**src/rtl/nic_pkg.sv**
```systemverilog
// ============================================================================
// Module      : nic_pkg
// Description : Shared width, word type and register-map constants for the NIC.
// Revision    : 1.0 - initial release
// ============================================================================
`default_nettype none

package nic_pkg;

  localparam int DATA_W = 64;

  typedef logic [0:DATA_W-1] word_t;

  localparam logic [1:0] NIC_IBUF  = 2'b00;
  localparam logic [1:0] NIC_ISTAT = 2'b01;
  localparam logic [1:0] NIC_OBUF  = 2'b10;
  localparam logic [1:0] NIC_OSTAT = 2'b11;

endpackage

`default_nettype wire

```
**src/rtl/nic_if.sv**
```systemverilog
// ============================================================================
// Module      : nic_if
// Description : Processor register port plus router handshake, bundled.
// Revision    : 1.0 - initial release
// ============================================================================
`default_nettype none

interface nic_if;
  import nic_pkg::*;

  logic [0:1] addr;
  word_t      d_in;
  word_t      d_out;
  logic       nicEn;
  logic       nicWrEn;
  logic       net_si;
  logic       net_ri;
  word_t      net_di;
  logic       net_so;
  logic       net_ro;
  word_t      net_do;

  // NIC side
  modport slave (
    input  addr, d_in, nicEn, nicWrEn, net_si, net_di, net_ro,
    output d_out, net_ri, net_so, net_do
  );

  // Processor / router side
  modport master (
    output addr, d_in, nicEn, nicWrEn, net_si, net_di, net_ro,
    input  d_out, net_ri, net_so, net_do
  );

endinterface

`default_nettype wire

```
**src/rtl/nic_buf.sv**
```systemverilog
// ============================================================================
// Module      : nic_buf
// Description : One-entry data register with full flag; load sets, clear drops.
// Revision    : 1.0 - initial release
// ============================================================================
`default_nettype none

module nic_buf
  import nic_pkg::*;
(
  input  logic  CLK,
  input  logic  RESET,
  input  logic  load,
  input  logic  clear,
  input  word_t din,
  output word_t dout,
  output logic  full
);

  word_t r_data;
  logic  r_full;

  // Load takes precedence; callers never request both in one cycle.
  always_ff @(posedge CLK) begin
    if (RESET) begin
      r_data <= '0;
      r_full <= 1'b0;
    end else if (load) begin
      r_data <= din;
      r_full <= 1'b1;
    end else if (clear) begin
      r_full <= 1'b0;
    end
  end

  assign dout = r_data;
  assign full = r_full;

endmodule

`default_nettype wire

```
**src/rtl/nic.sv**
```systemverilog
// ============================================================================
// Module      : nic
// Description : Network interface: register decode plus router handshake glue.
// Revision    : 1.0 - initial release
// ============================================================================
`default_nettype none

module nic
  import nic_pkg::*;
(
  input  logic CLK,
  input  logic RESET,
  nic_if.slave bus
);

  logic  w_rd;
  logic  w_wr;
  logic  w_in_load;
  logic  w_in_clear;
  logic  w_out_load;
  logic  w_out_clear;
  logic  w_in_full;
  logic  w_out_full;
  word_t w_in_data;
  word_t w_out_data;

  assign w_rd = bus.nicEn & ~bus.nicWrEn;
  assign w_wr = bus.nicEn &  bus.nicWrEn;

  // Arrival and processor drain of the input buffer are mutually exclusive
  // because net_ri is low exactly while the buffer holds a packet.
  assign w_in_load  = bus.net_si & ~w_in_full;
  assign w_in_clear = w_rd & (bus.addr == NIC_IBUF) & w_in_full;

  // A write landing in the send cycle sees out_full=1 and is dropped.
  assign w_out_load  = w_wr & (bus.addr == NIC_OBUF) & ~w_out_full;
  assign w_out_clear = w_out_full & bus.net_ro;

  nic_buf u_in_buf (
    .CLK   (CLK),
    .RESET (RESET),
    .load  (w_in_load),
    .clear (w_in_clear),
    .din   (bus.net_di),
    .dout  (w_in_data),
    .full  (w_in_full)
  );

  nic_buf u_out_buf (
    .CLK   (CLK),
    .RESET (RESET),
    .load  (w_out_load),
    .clear (w_out_clear),
    .din   (bus.d_in),
    .dout  (w_out_data),
    .full  (w_out_full)
  );

  assign bus.net_ri = ~w_in_full;
  assign bus.net_so = w_out_full & bus.net_ro;
  assign bus.net_do = w_out_data;

  always_comb begin
    bus.d_out = '0;
    if (w_rd) begin
      case (bus.addr)
        NIC_IBUF:  bus.d_out = w_in_data;
        NIC_ISTAT: bus.d_out = {{(DATA_W-1){1'b0}}, w_in_full};
        NIC_OBUF:  bus.d_out = '0;
        NIC_OSTAT: bus.d_out = {{(DATA_W-1){1'b0}}, w_out_full};
        default:   bus.d_out = '0;
      endcase
    end
  end

endmodule

`default_nettype wire

```
**src/flat_wrapper.sv**
```systemverilog
// flat-port wrapper written by rule: the top's interface ports become plain ports
module nic_flat import nic_pkg::*;
  (CLK, RESET, bus_addr, bus_d_in, bus_nicEn, bus_nicWrEn, bus_net_si, bus_net_di, bus_net_ro, bus_d_out, bus_net_ri, bus_net_so, bus_net_do);
  nic_if bus_i ();
  input  logic CLK;
  input  logic RESET;
  input wire logic [$bits(bus_i.addr)-1:0] bus_addr;
  input wire logic [$bits(bus_i.d_in)-1:0] bus_d_in;
  input wire logic [$bits(bus_i.nicEn)-1:0] bus_nicEn;
  input wire logic [$bits(bus_i.nicWrEn)-1:0] bus_nicWrEn;
  input wire logic [$bits(bus_i.net_si)-1:0] bus_net_si;
  input wire logic [$bits(bus_i.net_di)-1:0] bus_net_di;
  input wire logic [$bits(bus_i.net_ro)-1:0] bus_net_ro;
  output wire logic [$bits(bus_i.d_out)-1:0] bus_d_out;
  output wire logic [$bits(bus_i.net_ri)-1:0] bus_net_ri;
  output wire logic [$bits(bus_i.net_so)-1:0] bus_net_so;
  output wire logic [$bits(bus_i.net_do)-1:0] bus_net_do;
  assign bus_i.addr = bus_addr;
  assign bus_i.d_in = bus_d_in;
  assign bus_i.nicEn = bus_nicEn;
  assign bus_i.nicWrEn = bus_nicWrEn;
  assign bus_i.net_si = bus_net_si;
  assign bus_i.net_di = bus_net_di;
  assign bus_i.net_ro = bus_net_ro;
  assign bus_d_out = bus_i.d_out;
  assign bus_net_ri = bus_i.net_ri;
  assign bus_net_so = bus_i.net_so;
  assign bus_net_do = bus_i.net_do;
  nic u_core (.CLK(CLK), .RESET(RESET), .bus(bus_i));
endmodule
```
**config.mk**
```make
export PLATFORM = sky130hd
export DESIGN_NAME = nic_flat
export DESIGN_NICKNAME = d
export VERILOG_FILES = /design/src/rtl/nic_pkg.sv /design/src/rtl/nic_if.sv /design/src/rtl/nic_buf.sv /design/src/rtl/nic.sv /design/src/flat_wrapper.sv
export SDC_FILE = /design/constraint.sdc
export NUM_CORES = 1
export LEC_CHECK = 0
export CORE_UTILIZATION = 43
export DETAILED_ROUTE_END_ITERATION = 8
export GPL_TIMING_DRIVEN = 0
export PLACE_DENSITY_LB_ADDON = 0.15
export SYNTH_ARGS = -nofsm -noshare
export SYNTH_HDL_FRONTEND = slang
export SYNTH_HIERARCHICAL = 1
export SYNTH_SLANG_ARGS = --single-unit
```
**constraint.sdc**
```tcl
create_clock -name CLK -period 3.8 [get_ports CLK]
set_clock_uncertainty 0.2 [all_clocks]
set_input_delay 1.14 -clock CLK [delete_from_list [all_inputs] [get_ports CLK]]
set_output_delay 1.14 -clock CLK [all_outputs]
set_load 0.03 [all_outputs]
```
# After elaboration in Yosys (flattened, before gate mapping)
# Cells that the tools add are included.
# totals
reg_bits	130
output_inout_bits	130
# classes
n_reduce_logical	3
eq_ne	3
muxes	6
bitwise	11
# ops
operator	count
64-bit case mux with 4 select lines	1
64-bit 2-to-1 mux	1
1-bit AND	8
2-bit equality test, second input constant	2
1-bit 2-to-1 mux	4
2-bit nonzero test	2
1-bit NOT	3
2-bit by 1-bit equality test with 1-bit output, second input constant	1
2-bit zero test	1

# Longest topological paths before layout
# Gate-level depths: netlist (run 1).
# depth
depth_word	6
depth_mapped	6
depth_no_buf	4

# By module
# Netlist (run 1), hierarchy kept.
# by_module_without_submodules
module	area_each_um2	cells_each	instances	seq_area_each_um2
nic_buf	2344.7	210	2	1301.2
nic	586.8	81	1	0.0

# Worst setup path before layout (run 1)
# OpenSTA, ideal clock, no wires.
# synth_path
path_type	input to output
start	input bus_addr[1]
end	output bus_d_out[0]
n_path_buf	0
arrival_ps	2098
slack_ps	362
cell_stages	2
path_cell_list	or3b_2 > o22ai_1
# synth_between
elab_chain_len	3
# synth_rtl
element	line	rtl
start: declaration	flat_wrapper.sv:7	input wire logic [$bits(bus_i.addr)-1:0] bus_addr;
2-bit equality test (tied with other cells)	nic.sv:66	case (bus.addr)
64-bit case mux with 4 select lines (*)	nic.sv:66	
64-bit 2-to-1 mux (*)	nic.sv:65	if (w_rd) begin
end: declaration	flat_wrapper.sv:14	output wire logic [$bits(bus_i.d_out)-1:0] bus_d_out;
# Every way passes the cells marked *; elsewhere a longest branch is shown, timed or not.

# Worst setup path in the final report (run 1)
# layout_path
start	input bus_net_ro
end	output bus_net_so
# layout_between
elab_chain_len	1
# layout_rtl
element	line	rtl
start: declaration	flat_wrapper.sv:13	input wire logic [$bits(bus_i.net_ro)-1:0] bus_net_ro;
1-bit AND	nic.sv:60	assign bus.net_so = w_out_full & bus.net_ro;
end: declaration	flat_wrapper.sv:16	output wire logic [$bits(bus_i.net_so)-1:0] bus_net_so;
# Every way passes these cells.

==> results of run 1 <==
## layout by cell type (no fill, tap or decap), drive strengths merged, types with 3 or more instances in the layout
cell type	Yosys	routed
clkdlybuf4s50	0	196
dfxtp	130	130
mux2i	129	129
nor2	129	129
buf	24	83
and2	65	65
clkbuf	10	29
clkdlybuf4s15	0	12
clkinv	0	6
bufinv	0	4
inv	4	4
clkinvlp	0	3
## per-layer routing
| metal | wire, µm | vias up | track usage (%) |
|---|---|---|---|
| met5 | 0 | - | 0 |
| met4 | 603 | 0 | 13.6 |
| met3 | 1110 | 38 | 8.57 |
| met2 | 7260 | 166 | 40.3 |
| met1 | 5630 | 2092 | 24.0 |
| li1 | - | 2213 | - |
## registers in the layout, summed over array words and instances, names as in the netlist
register               count
u_core/u_in_buf/full       1
u_core/u_out_buf/dout     64
u_core/u_in_buf/dout      64
u_core/u_out_buf/full      1
## kinds of logic (layout without fill, tap and decap cells)
| family | after synthesis | count (layout) | synth area share [%] |
|---|---|---|---|
| mux | 129 | 129 | 24.5 |
| compound gates | 3 | 3 | 0.308 |
| buf+inv | 38 | 338 | 6.45 |
| flops | 130 | 130 | 49.3 |
| simple gates | 201 | 201 | 19.4 |
## how the worst max path moves through the flow
stage,to,slack [ns],cells after the start
after floorplan,bus_d_out[0],0.36,2
after global placement,bus_d_out[11],-1.12,5
after detailed placement,bus_d_out[11],-1.09,5
after CTS,bus_d_out[29],-0.03,7
after global routing,bus_d_out[62],0.002,7
final,bus_net_so,0.04,3
## worst reg2reg max path, delay by kind of cell, from the launching register on
| kind | cells | cell delay (ns) |
|---|---|---|
| buf+inv | 2 | 0.41 |
| flops | 1 | 0.35 |
| simple gates | 2 | 0.26 |
| mux | 1 | 0.24 |
## per-stage QoR
| step | util [%] | cell area [µm²] | power (W) | setup TNS [ns] |
|---|---|---|---|---|
| 2_1_floorplan | - | 5280 | 0.00170 | 0 |
| 3_3_place_gp | 67.7 | 8100 | 0.00191 | -64.68 |
| 3_5_place_dp | 67.7 | 8100 | 0.00192 | -63.07 |
| 4_1_cts | 72.7 | 8700 | 0.00365 | -0.558 |
| 5_1_grt | 72.9 | 8720 | 0.00375 | 0 |
| 6_report | 72.9 | 8720 | 0.00362 | 0 |
## timing repair
action	CTS	global route
setup buffers	3	0
pin swaps	1	1
cloned	1	0
gates resized for setup	361	21
endpoints found under the setup margin	64	63
## Yosys cell counts (all sizes together)
master,instances,area share [%]
nand4b,2,0.33
mux2i,129,24
clkbuf,10,0.85
and2,65,9.0
inv,4,0.28
buf,24,5.3
nand2b,2,0.24
nor2,129,9.2
a21oi,2,0.19
or3b,1,0.17
dfxtp,130,49
o22ai,1,0.12
nor2b,1,0.12
nor4b,1,0.45
## power groups by stage
stage / registers, W / logic, W / clock network, W
6_report: 0.00145 / 0.000441 / 0.00173
5_1_grt: 0.00146 / 0.000472 / 0.00182
4_1_cts: 0.00145 / 0.000443 / 0.00176
3_5_place_dp: 0.00148 / 0.000439 / 0
3_3_place_gp: 0.00148 / 0.000429 / 0
2_1_floorplan: 0.00150 / 0.000196 / 0
## final cells by class
type,count,area [µm²],share of cell area [%]
clock buffers,19,453,5.20
flip-flops and latches,130,2600,29.9
inverters,4,15.0,0.172
well taps,147,184,2.11
multi-input cells,333,2340,26.8
repair buffers,268,2570,29.5
clock inverters,13,184,2.11
plain buffers,34,370,4.25
==> run_results.csv, run 1 <==
group,metric,value,unit
finish,fillers,882,
route,viasPerCell,4.76,
min_path,min_to,"u_core/u_in_buf/dout[54]",
setup_path,arrival,2.42,ns
finish,syn_to_final_growth,65.2,%
global_route,grt_pass1_vias,4664,
floorplanning,fp.dieArea,12700,µm²
floorplanning,fp-row-count,40,
power,power_density,416,nW/µm²
finish,final_nets,924,
setup_path,worst_r2r_path_depth,5,
floorplanning,core_region_area,12000,µm²
global_route,grt_max_degree,17,
floorplanning,initial_utilization,44.1,%
clock_network,clkLatencyLatePin,0.41,ns
route,drt_iter0_drc,123,
logic_synthesis,synthesis.area,5280,µm²
global_route,antenna_found_initial,0,
placed_design,dpl.hpwl,11200,µm
power,clock_power_share,47.7,%
route,vias,4509,
clock_network,htreeDepth,4,
setup_path,reg2reg_slack,2.22,ns
run,cap_violations,0,
placed_design,gp_congestion,0.743,
power,p_int,0.00281,W
timing,rsz0062_at_grt,"false",
route,wire_per_inst,15.4,µm
setup_path,cp-end-kind,"primary output",
clock_network,path_clk_slew,0.05,ns
setup_path,start_kind,"input port",
power,power_frac_seq,40.1,%
setup_path,worst-path-max-fanout,2,
clock_network,root_buffer,"clkbuf_16",
placed_design,portBuffers,264,
clock_network,cts_hold_buf,0,
power,p_sw_share,22.4,%
logic_synthesis,netlist-cell-type-count,21,
setup_path,critPathMostFrequentCell,"clkdlybuf4s50_1",
setup_path,r2r_start,"u_core/u_in_buf/full",
timing,whs,0.280,ns
global_route,grt_pass1_wl,22700,µm
power,pwr-share-comb,12.2,%
power,vdd_drop_max,237,µV
timing,worstMarginPinSlew,0.459,ns
timing,max_freq,266,MHz
global_route,grt_remaining_overflow,0,
route,drcViolationCount,0,
floorplanning,chipWidth,113,µm
setup_path,path_delay_family,"buffers and inverters",
min_path,hold_depth,2,
route,drtPass1Iterations,4,
clock_network,cts_tree,"yes",
setup_path,path_cells,"clkdlybuf4s50_1, and2_1, clkdlybuf4s50_1",
clock_network,clock-sinks,130,
outcome,status,"finished, final reports clean",
clock_network,cts_buffer_depth,2,
clock_network,cts_buffers,17,
finish,final_cells,948,
logic_synthesis,ys_ff_latch,130,
setup_path,crit_start,"bus_net_ro",
finish,drive_gt1_share,23.0,%
placed_design,dp_slack,-1.09,ns
logic_synthesis,synth_nets,637,
setup_path,required,2.46,ns
min_path,min_path_type,"register to register",
setup_path,crit_type,"input port to primary output",
timing,setup_viol_count_final,0,
timing,min_period,3.76,ns
setup_path,r2r-end,"u_core/u_in_buf/dout[27]",
floorplanning,chipHeight,113,µm
logic_synthesis,syn_inst,501,
min_path,hp-start,"u_core/u_in_buf/dout[54]",
floorplanning,ios,266,
timing,hold_violations,0,
finish,num_antenna_cells,0,
setup_path,max_stage_delay,0.70,ns
route,drtAntennaViolNets,0,
setup_path,crit_buf_inv,2,
timing,timing.final.ws_setup,0.0441,ns
timing,final_max_slew_viol_count,0,
placed_design,dp_cells,912,
logic_synthesis,ys_warn_count,6,
logic_synthesis,ys_seq_area_share,49.3,%
power,p_leak,3.56,nW
logic_synthesis,syn_avg_cell_area,10.5,µm²
power,p_sw,0.000810,W
timing,relSlewSlack,69.4,%
route,routed_wl,14600,µm
timing,period_share,98.8,%
global_route,grt_use_total,23.2,%
setup_path,critPathSlowestCell,"clkdlybuf4s50_1",
Power figures use the tool's default switching activity.
==> run 2: changes to the inputs <==
- CORE_MARGIN: not set -> 2
- REMOVE_ABC_BUFFERS: not set -> 1
==> run 2 against run 1 <==
Compared with the run above:
- worst setup slack gained 0.015 ns
- count of clock-buffer cells in the layout grew 3
- global-route usage shrank 0.84 points
- fmax grew 0.40%
- via count shrank 2.3%
- die area grew 3.6%
- clock power is essentially flat
- critical endpoint unchanged
- largest cell class unchanged
==> run_results.csv, run 2 (synthesis gave the netlist of run 1 again) <==
group,metric,value,unit
setup_path,required,2.46,ns
outcome,status,"finished, final reports clean",
timing,max_freq,267,MHz
min_path,hp-start,"u_core/u_in_buf/dout[9]",
power,p_int,0.00282,W
clock_network,clock-sinks,130,
finish,final_common_cell,"clkdlybuf4s50_1",
setup_path,critPathSlowestCell,"clkdlybuf4s50_1",
clock_network,cts_hold_buf,0,
finish,final_nets,905,
clock_network,clkLatencyLatePin,0.41,ns
setup_path,path_cells,"clkdlybuf4s50_1, and2_1, clkdlybuf4s50_1",
floorplanning,fp-row-count,40,
timing,rsz0062_at_grt,"false",
timing,min_period,3.74,ns
setup_path,max_stage_delay,0.68,ns
route,viasPerCell,4.74,
global_route,grt_max_degree,69,
setup_path,cp-end-kind,"primary output",
timing,hold_violations,0,
power,p_sw_share,21.7,%
clock_network,htreeDepth,4,
finish,syn_to_final_growth,62.4,%
clock_network,cts_buffers,17,
route,drcViolationCount,0,
timing,worstMarginPinSlew,0.864,ns
setup_path,crit_start,"bus_net_ro",
setup_path,worst-path-max-fanout,2,
global_route,grt_use_total,22.3,%
power,power_frac_seq,40.4,%
timing,setup_viol_count_final,0,
setup_path,start_kind,"input port",
global_route,antenna_found_initial,1,
clock_network,cts_buffer_depth,2,
placed_design,portBuffers,265,
placed_design,dp_cells,887,
power,p_sw,0.000781,W
finish,final_cells,930,
route,vias,4407,
route,drtAntennaViolNets,0,
run,cap_violations,0,
finish,final_util,71.3,%
power,power_density,420,nW/µm²
placed_design,dpl.hpwl,10600,µm
setup_path,crit_type,"input port to primary output",
route,wire_per_inst,15.9,µm
power,pwr-share-comb,11.9,%
global_route,grt_pass1_vias,4546,
floorplanning,fp.dieArea,13200,µm²
finish,final_cell_mix,"clkdlybuf4s50_1 (196), dfxtp_1 (130), mux2i_1 (129)",
route,drtPass1Iterations,4,
route,drt_iter0_drc,165,
setup_path,critPathMostFrequentCell,"clkdlybuf4s50_1",
placed_design,gp_congestion,0.777,
power,p_leak,3.54,nW
global_route,grt_pass1_wl,22700,µm
floorplanning,chipWidth,115,µm
min_path,min_path_type,"register to register",
floorplanning,chipHeight,115,µm
setup_path,arrival,2.40,ns
global_route,grt_remaining_overflow,0,
floorplanning,initial_utilization,43.9,%
timing,period_share,98.4,%
clock_network,cts_tree,"yes",
finish,fillers,904,
floorplanning,core_region_area,12000,µm²
timing,final_max_slew_viol_count,0,
power,clock_power_share,47.7,%
clock_network,path_clk_slew,0.05,ns
power,vdd_drop_max,277,µV
timing,relSlewSlack,42.3,%
setup_path,r2r_start,"u_core/u_in_buf/full",
route,routed_wl,14800,µm
clock_network,root_buffer,"clkbuf_16",
floorplanning,ios,266,
finish,drive_gt1_share,22.8,%
## run 2: cell count changes in the layout (fill, tap and decap cells not counted), moves of 3 or more
cell             change
buf_4               -24
buf_2               +23
buf_1                -6
clkdlybuf4s15_2      -6
buf_12               -5
clkbuf_4             +4
buf_8                +3
bufbuf_16            +3
clkbuf_8             -3
clkinv_4             -3
## run 2: power by group through the flow
| stage | registers, W | clock network, W | logic [W] |
|---|---|---|---|
| CTS | 0.00145 | 0.00175 | 0.000430 |
| finish | 0.00145 | 0.00172 | 0.000427 |
| floorplan | 0.00150 | 0 | 0.000175 |
| global route | 0.00146 | 0.00181 | 0.000457 |
| detailed placement | 0.00148 | 0 | 0.000420 |
| global placement | 0.00148 | 0 | 0.000433 |
## run 2: path summary, 6_finish.rpt
kind	to	slack (ns)	cells after the start
setup / recovery	bus_net_so	0.06	3
setup reg to reg	u_core/u_in_buf/dout[7]	1.56	5
hold reg to reg	u_core/u_in_buf/dout[9]	0.28	2
hold / removal	u_core/u_in_buf/dout[9]	0.28	2
## run 2: critical path, delay by kind of cell
family,cells,cell delay [ns]
buffers and inverters,2,1.12
and+or+nand+nor,1,0.14
## run 2: cell type report
type / instances / area (µm²) / area share, %
clock buffer: 22 / 474 / 5.54
multi-input combinational: 333 / 2350 / 27.5
sequential: 130 / 2600 / 30.4
antenna: 1 / 2.50 / 0.0292
inverter: 4 / 15.0 / 0.175
tap: 147 / 184 / 2.15
clock inverter: 10 / 155 / 1.81
timing repair buffer: 283 / 2780 / 32.5
## run 2: what timing repair did
action                                  4_1_cts  5_1_grt
pin swaps                                     1        0
cloned                                        3        0
resized for setup                           353       17
endpoints found under the setup margin       64       55
setup buffers                                 7        0
hold endpoints to repair                      0        0
## run 2: per-layer routing
| layer | global-route usage (%) | share of wire (%) | wire length [µm] |
|---|---|---|---|
| met1 | 22.5 | 37 | 5500 |
| met2 | 38.8 | 50 | 7330 |
| met3 | 11.2 | 11 | 1670 |
| met4 | 10.4 | 2.0 | 289 |
| met5 | 0 | 0 | 0 |
## run 2: metrics by stage
| step | hold slack (ns) | total power (W) | TNS, ns | setup slack [ns] | area (µm²) |
|---|---|---|---|---|---|
| 2_1_floorplan | 0.251 | 0.00168 | -289.02 | -2.16 | 4950 |
| 3_3_place_gp | 0.264 | 0.00191 | -663.30 | -4.20 | 7790 |
| 3_5_place_dp | 0.272 | 0.00190 | -60.36 | -1.13 | 7950 |
| 4_1_cts | 0.286 | 0.00363 | 0 | 0.0000531 | 8550 |
| 5_1_grt | 0.304 | 0.00372 | 0 | 0.0200 | 8570 |
| 6_report | 0.280 | 0.00360 | 0 | 0.0593 | 8570 |
==> run 3: changes to the inputs <==
- CORE_MARGIN: 2 -> not set
==> run 3 against run 2 <==
Compared with the run above:
- combinational power is 1% lower
- cell area down 1.9%
- non-clock buffer count decreased by 4
- largest cell class unchanged
==> run_results.csv, run 3 (synthesis gave the netlist of run 1 again) <==
group,metric,value,unit
timing,rsz0062_at_grt,"false",
placed_design,portBuffers,265,
power,pwr-share-comb,12.5,%
route,vias,4352,
setup_path,crit_type,"input port to primary output",
route,routed_wl,14600,µm
setup_path,worst-path-max-fanout,2,
outcome,status,"finished, final reports clean",
route,viasPerCell,4.71,
setup_path,cp-end-kind,"primary output",
timing,setup_viol_count_final,0,
finish,final_nets,901,
placed_design,dpl_cell_area,7940,µm²
placed_design,gp_congestion,0.780,
finish,final_common_cell,"clkdlybuf4s50_1",
route,drcViolationCount,0,
power,clock_power_share,44.3,%
floorplanning,chipHeight,113,µm
route,dr.max_layer_used,"met4",
setup_path,required,2.46,ns
power,power_frac_seq,43.2,%
setup_path,start_kind,"input port",
clock_network,root_buffer,"clkbuf_16",
floorplanning,initial_utilization,44.1,%
clock_network,cts_hold_buf,0,
global_route,grt_pass1_wl,22500,µm
finish,postLayoutCellArea,8410,µm²
route,wl_met1,5620,µm
timing,whs,0.284,ns
timing,max_freq,268,MHz
min_path,min_path_type,"register to register",
finish,syn_to_final_growth,59.3,%
run,cap_violations,0,
route,routed-wl-met3,1460,µm
timing,hold_violations,0,
power,power_density,401,nW/µm²
setup_path,arrival,2.40,ns
timing,relSlewSlack,36.1,%
placed_design,dpl.hpwl,10400,µm
floorplanning,fp.dieArea,12700,µm²
timing,final_max_slew_viol_count,0,
route,drt_iter0_drc,92,
global_route,grt_pass1_vias,4473,
power,vdd_drop_max,288,µV
power,p_sw,0.000760,W
global_route,grt_max_degree,72,
power,p_int,0.00261,W
global_route,grt_use_total,22.9,%
timing,min_period,3.74,ns
floorplanning,fp-row-count,40,
setup_path,worst_r2r_path_depth,5,
route,drtPass1Iterations,4,
clock_network,clkLatencyLatePin,0.41,ns
clock_network,clock-sinks,130,
finish,num_antenna_cells,0,
global_route,grt_remaining_overflow,0,
finish,drive_gt1_share,21.5,%
global_route,antenna_found_initial,0,
power,p_sw_share,22.5,%
clock_network,cts_tree,"yes",
clock_network,htreeDepth,4,
min_path,hold_depth,2,
finish,final_cell_mix,"clkdlybuf4s50_1 (196), dfxtp_1 (130), mux2i_1 (129)",
timing,period_share,98.3,%
timing,worstMarginPinSlew,0.956,ns
floorplanning,chipWidth,113,µm
floorplanning,core_region_area,12000,µm²
clock_network,cts_buffer_depth,2,
route,drtAntennaViolNets,0,
route,wire_per_inst,15.8,µm
power,p_leak,3.45,nW
floorplanning,ios,266,
route,wl_met2,7170,µm
clock_network,path_clk_slew,0.05,ns
clock_network,cts_buffers,17,
run 3: stage by stage:
step | worst slack (ns) | power (W) | cells | setup TNS [ns] | utilization (%)
after floorplan | -2.16 | 0.00168 | 467 | -289.02 | -
after global placement | -4.04 | 0.00191 | 879 | -650.88 | 65.1
after detailed placement | -0.926 | 0.00190 | 887 | -49.80 | 66.4
after CTS | -0.00279 | 0.00340 | 922 | -0.00500 | 69.8
after global routing | 0.0282 | 0.00350 | 924 | 0 | 70.3
final | 0.0640 | 0.00337 | 924 | 0 | 70.3
run 3: what timing repair did:
action | CTS | global route
endpoints found under the setup margin | 64 | 59
setup buffers | 3 | 1
gates cloned | 1 | 1
pin swaps | 1 | 1
gates resized for setup | 347 | 22
run 3: power groups by stage:
stage	logic, W	clock network (W)	registers (W)
after CTS	0.000421	0.00152	0.00145
after detailed placement	0.000420	0	0.00148
after global routing	0.000452	0.00158	0.00146
after floorplan	0.000175	0	0.00150
final	0.000422	0.00149	0.00145
after global placement	0.000431	0	0.00148
run 3: routing by layer:
layer / vias up / global-route usage [%]
li1: 2157 / -
met1: 1989 / 24.2
met3: 24 / 10.3
met2: 182 / 39.1
met5: - / 0
met4: 0 / 10.6
run 3: critical path, stage by stage:
cell	delay [ns]
clkdlybuf4s50_1	0.45
and2_1	0.13
clkdlybuf4s50_1	0.68
run 3: path summary, 6_finish.rpt:
path | slack, ns | from | to
worst max register to register | 1.56 | u_core/u_out_buf/full | u_core/u_out_buf/dout[1]
worst min register to register | 0.28 | u_core/u_in_buf/dout[60] | u_core/u_in_buf/dout[60]
worst min-delay path | 0.28 | u_core/u_in_buf/dout[60] | u_core/u_in_buf/dout[60]
worst max-delay path | 0.06 | bus_net_ro | bus_net_so
run 3: area by class of cell:
class | instances | area, µm²
Clock buffer | 25 | 485
Clock inverter | 6 | 55.1
Fill cell | 909 | 3560
Inverter | 4 | 15.0
Multi-Input combinational cell | 333 | 2350
Sequential cell | 130 | 2600
Tap cell | 147 | 184
Timing Repair Buffer | 279 | 2720
==> patch 1: new RTL, settings of run 3 <==
The package constant `DATA_W` goes from 64 to 60.
--- a/src/rtl/nic_pkg.sv
+++ b/src/rtl/nic_pkg.sv
@@ -7,7 +7,7 @@
 
 package nic_pkg;
 
-  localparam int DATA_W = 64;
+  localparam int DATA_W = 60;
 
   typedef logic [0:DATA_W-1] word_t;
 
Interface: changed (resized bus_d_in, bus_d_out, bus_net_di and bus_net_do); port bits go from 266 to 250. No check against the original RTL was run, so the function may have changed too.
==> patch 1 against run 3 <==
  * Synthesized area decreased by 6.2%
  * Core utilization increased by 2.2 points
  * Via count decreased by 5.6%
  * Sequential power decreased by 6%
  * Wire length is 5.6% lower
  * Synthesized cell count decreased by 5.6%
  * Power is 1.4% higher
  * Critical path depth is 3 higher
  * Sequential cell count fell by 8
  * Sequential share of layout area is 0.40 points lower
  * Setup slack lost 0.017 ns
  * Cell area shrank 4.9%
  * Critical endpoint is now bus_d_out[38]
  * Largest power group unchanged
  * Highest routed layer unchanged
==> patch 1: results (changes against run 3) <==
input/output buffers 249 (-6.0%); crit path launch bus_addr[1]; Metal-1 WL 5040 µm (-10%); Slew HR 45.6% (+9.5 points); met2 wire len 6890 µm (-4.0%); reg2reg setup slack 1.65 ns (+0.09 ns); min-delay src u_core/u_in_buf/dout[20]$_SDFFE_PP0P_; initial antenna violation count 0 (unchanged); via count 4108 (-5.6%); TritonCTS Buffers 17 (unchanged); Synth top area share 49.3% (about the same); proportion of layout cells with a drive suffix above 1 20.7% (-0.76 points); final WL 13800 µm (-5.6%); RR Startpoint u_core/u_in_buf/full$_SDFFE_PP0P_; worst-path fanout max 10 (+8); largest net degree at the start of global routing 77 (+6.9%); Yosys cell types 18 (-14%); NetSw 0.757 mW (-0.39%); Leak 3.30 nW (-4.5%); outcome finished, final reports clean; WHS Endpoint u_core/u_in_buf/dout[20]$_SDFFE_PP0P_; Clk. pwr 1.66 mW (+11%); Final GP Congestion 0.743 (-4.7%); metal3 WL 1590 µm (+9.2%); async set-reset flop share out of synthesis 0% (unchanged); Comb pwr share 11.6% (-0.9 points); clock tree buffer depth 2 (unchanged); Highest Signal Layer met4; critical path endpoint bus_d_out[38]; dpl cells 835 (-5.9%); grt met1 use 23.4% (-0.76 points); Worst VDD drop 0.247 mV (-14%); drt pass-1 iters 4 (unchanged); leading post-synthesis cells by cell area dfxtp_1 (49%), mux2i_1 (24%), nor2_1 (9.2%); Ant. Diodes 0 (unchanged); Min Hold Slack 0.281 ns (-0.00346 ns); Overall Global Routing Usage 23.3% (+0.46 points); Critical Path AT 2.41 ns; fin nets 848 (-5.9%); Layout Cells excl Fill 873 (-5.5%); Worst Hold Path Cells 2 (unchanged); CTS clk-pin slew, worst paths 0.05 ns (about the same); r2r endpoint u_core/u_in_buf/dout[37]$_SDFFE_PP0P_; FF-to-FF path depth 5 (unchanged); first-pass GRT wire length 20700 µm (-7.7%); Synth top cells by count dfxtp_1 (122), mux2i_1 (121), nor2_1 (121); max incr delay on CP 0.37 ns (-0.31 ns); met2 usage in global routing 41.3% (+2.2 points); drt initial violations 129 (+40%); Post-Synthesis Cells 473 (-5.6%); root buf cell clkbuf_16; Warnings, synthesis 6 (unchanged); Seq/Total Area, Yosys 49.3% (about the same); Slowest-stage cell, CP clkdlybuf4s15_1; clk_lat worst skew 0.40 ns; DP Area 7470 µm² (-6.0%); met3 usage 11.3% (+0.93 points); fill count 824 (-9.4%); detailed placement HPWL 9630 µm (-7.1%); CTS H-tree depth 4 (unchanged)
patch 1: stage by stage:
step	total power, mW	setup slack (ns)	TNS [ns]
after floorplan	1.57	-1.87	-233.86
after global placement	1.79	-3.76	-565.76
after detailed placement	1.78	-1.36	-71.81
after CTS	3.46	0.000769	0
after global routing	3.56	0.00979	0
final	3.42	0.0471	0
patch 1: logic make-up after synthesis:
kind of cell	synth area share, %
simple gates	19.5
flops	49.3
mux	24.5
buf+inv	6.37
compound gates	0.329
patch 1: repair_timing:
item                       CTS  global route
setup endpoints to repair   60            27
cloned                       2             0
gates resized for setup    240             9
pin swaps                    1             0
setup buffers                4             0
patch 1: area by class of cell:
class | instances | area [µm²] | share of cell area, %
Clock buffer | 21 | 480 | 6.01
Clock inverter | 11 | 143 | 1.78
Tap cell | 140 | 175 | 2.19
Timing Repair Buffer | 261 | 2500 | 31.3
Sequential cell | 122 | 2440 | 30.6
Multi-Input combinational cell | 314 | 2230 | 27.9
Inverter | 4 | 15.0 | 0.188
==> patch 2: new RTL, config.mk and constraints of run 3 <==
Without the edit above. Make the reset (`RESET`) asynchronous in one clocked block.
--- a/src/rtl/nic_buf.sv
+++ b/src/rtl/nic_buf.sv
@@ -21,7 +21,7 @@
   logic  r_full;
 
   // Load takes precedence; callers never request both in one cycle.
-  always_ff @(posedge CLK) begin
+  always_ff @(posedge CLK or posedge RESET) begin
     if (RESET) begin
       r_data <= '0;
       r_full <= 1'b0;
Behaviour: differs if RESET is asserted again (counterexample within 4 cycles, from zero or initial values and one cycle with RESET high); with RESET held inactive, the same outputs for 4 cycles.
==> patch 2 against run 3 <==
  * Worst hold slack gained 0.013 ns
  * Sequential cell count unchanged
  * Highest routed layer unchanged
  * Cell area is 11% higher
  * Synthesized area rose by 10%
  * Core utilization rose by 0.25 points
  * Wire length shrank 2.4%
  * Setup slack got worse by 0.024 ns
Power is not compared: it rests on default switching activity, and its combinational part moved more than twofold at a synthesized area within 25%.
==> patch 2: results (changes against run 3) <==
Slowest-stage cell, CP nor4b_4; reg2reg setup slack 1.51 ns (-0.05 ns); via count 3861 (-11%); mux cell area share after synthesis 31.2% (+6.8 points); area leader, netlist dfrtp_1; Synth top cells by count dfrtp_1 (130), mux2_4 (98), and2_2 (53); detailed placement HPWL 10100 µm (-2.9%); Compound-Gate Fraction of Synth Area 0.365% (+0.057 points); post-synthesis xor/xnor area fraction 0% (unchanged); Final GP Congestion 0.744 (-4.6%); clk_lat worst skew 0.41 ns (about the same); r2r endpoint u_core/u_in_buf/dout[15]$_DFFE_PP0P_; drt via density 4.66 (-1.0%); vias in the first global route 4209 (-5.9%); WHS Endpoint u_core/u_in_buf/dout[13]$_DFFE_PP0P_; crit path launch bus_addr[1]; first-pass GRT wire length 22600 µm (+0.52%); drt initial violations 106 (+15%); Post-Synthesis Cells 359 (-28%); Critical Path AT 2.42 ns (+0.02 ns); Seq/Total Area, Yosys 55.9% (+6.5 points); largest net degree at the start of global routing 43 (-40%); cell family with most CP delay buffers and inverters; FF-to-FF path depth 4 (-1); Worst Tran Pin Value 0.793 ns (-0.163 ns); TritonCTS Buffers 17 (unchanged); fin nets 775 (-14%); root buf cell clkbuf_16; CTS clk-pin slew, worst paths 0.05 ns (about the same); proportion of layout cells with a drive suffix above 1 44.5% (+23 points); worst-path fanout max 12 (+10); min-delay src u_core/u_in_buf/dout[13]$_DFFE_PP0P_; Warnings, synthesis 6 (unchanged); adder-cell share of the synthesized area 0% (unchanged); clock tree buffer depth 2 (unchanged); outcome finished, final reports clean; CTS H-tree depth 4 (unchanged); drt pass-1 iters 4 (unchanged); Worst VDD drop 0.522 mV; Worst Hold Path Cells 1 (-1); dpl cells 788 (-11%); initial antenna violation count 0 (unchanged); Leak 4.27 nW; max incr delay on CP 0.30 ns (-0.38 ns); Yosys cell types 17 (-19%); HP Class reg -> reg; RR Startpoint u_core/u_in_buf/full$_DFFE_PP0P_; critical path endpoint bus_d_out[16]; async set-reset flop share out of synthesis 100% (+100 points); DP Area 8680 µm² (+9.3%); Setup WS pre-CTS -1.27 ns (-0.347 ns); final WL 14200 µm (-2.4%); leading post-synthesis cells by cell area dfrtp_1 (56%), mux2_4 (25%), and2_2 (6.8%); Area growth syn-to-layout 60.3%; input/output buffers 265 (unchanged); period utilisation layout 98.9% (+0.63 points); Overall Global Routing Usage 21.2% (-1.7 points); fill count 932 (+2.5%); Ant. Diodes 0 (unchanged)
[patch 2: per-stage QoR]
step	TNS (ns)	hold WS, ns
floorplan	-306.01	0.272
detailed placement	-67.49	0.284
global placement	-709.38	0.282
CTS	0	0.300
finish	0	0.297
global route	-0.0354	0.310
[patch 2: final cells by class]
class	count	area share [%]
inverter	6	0.241
sequential	130	34.8
clock inverter	12	1.74
clock buffer	20	4.78
multi-input combinational	203	25.7
tap	176	2.36
timing repair buffer	281	30.3
[patch 2: layer usage]
layer	up-vias	wire length, µm	track usage [%]
met5	-	0	0
met4	0	304	9.02
met3	22	975	7.14
met2	149	7280	35.9
met1	1911	5650	24.5
li1	1779	-	-
[patch 2: power by group]
part           switching, mW  total (mW)  internal (mW)
sequential             0.349        2.39           2.04
combinational           1.21        2.77           1.56
clock                  0.583        1.69           1.11
[patch 2: timing repair]
item / CTS / global route
resized for setup: 300 / 32
setup endpoints to repair: 64 / 55
pin swaps: 1 / 1
hold buffers: 0 / 0
gates cloned: 2 / 0
buffers inserted: 5 / 1
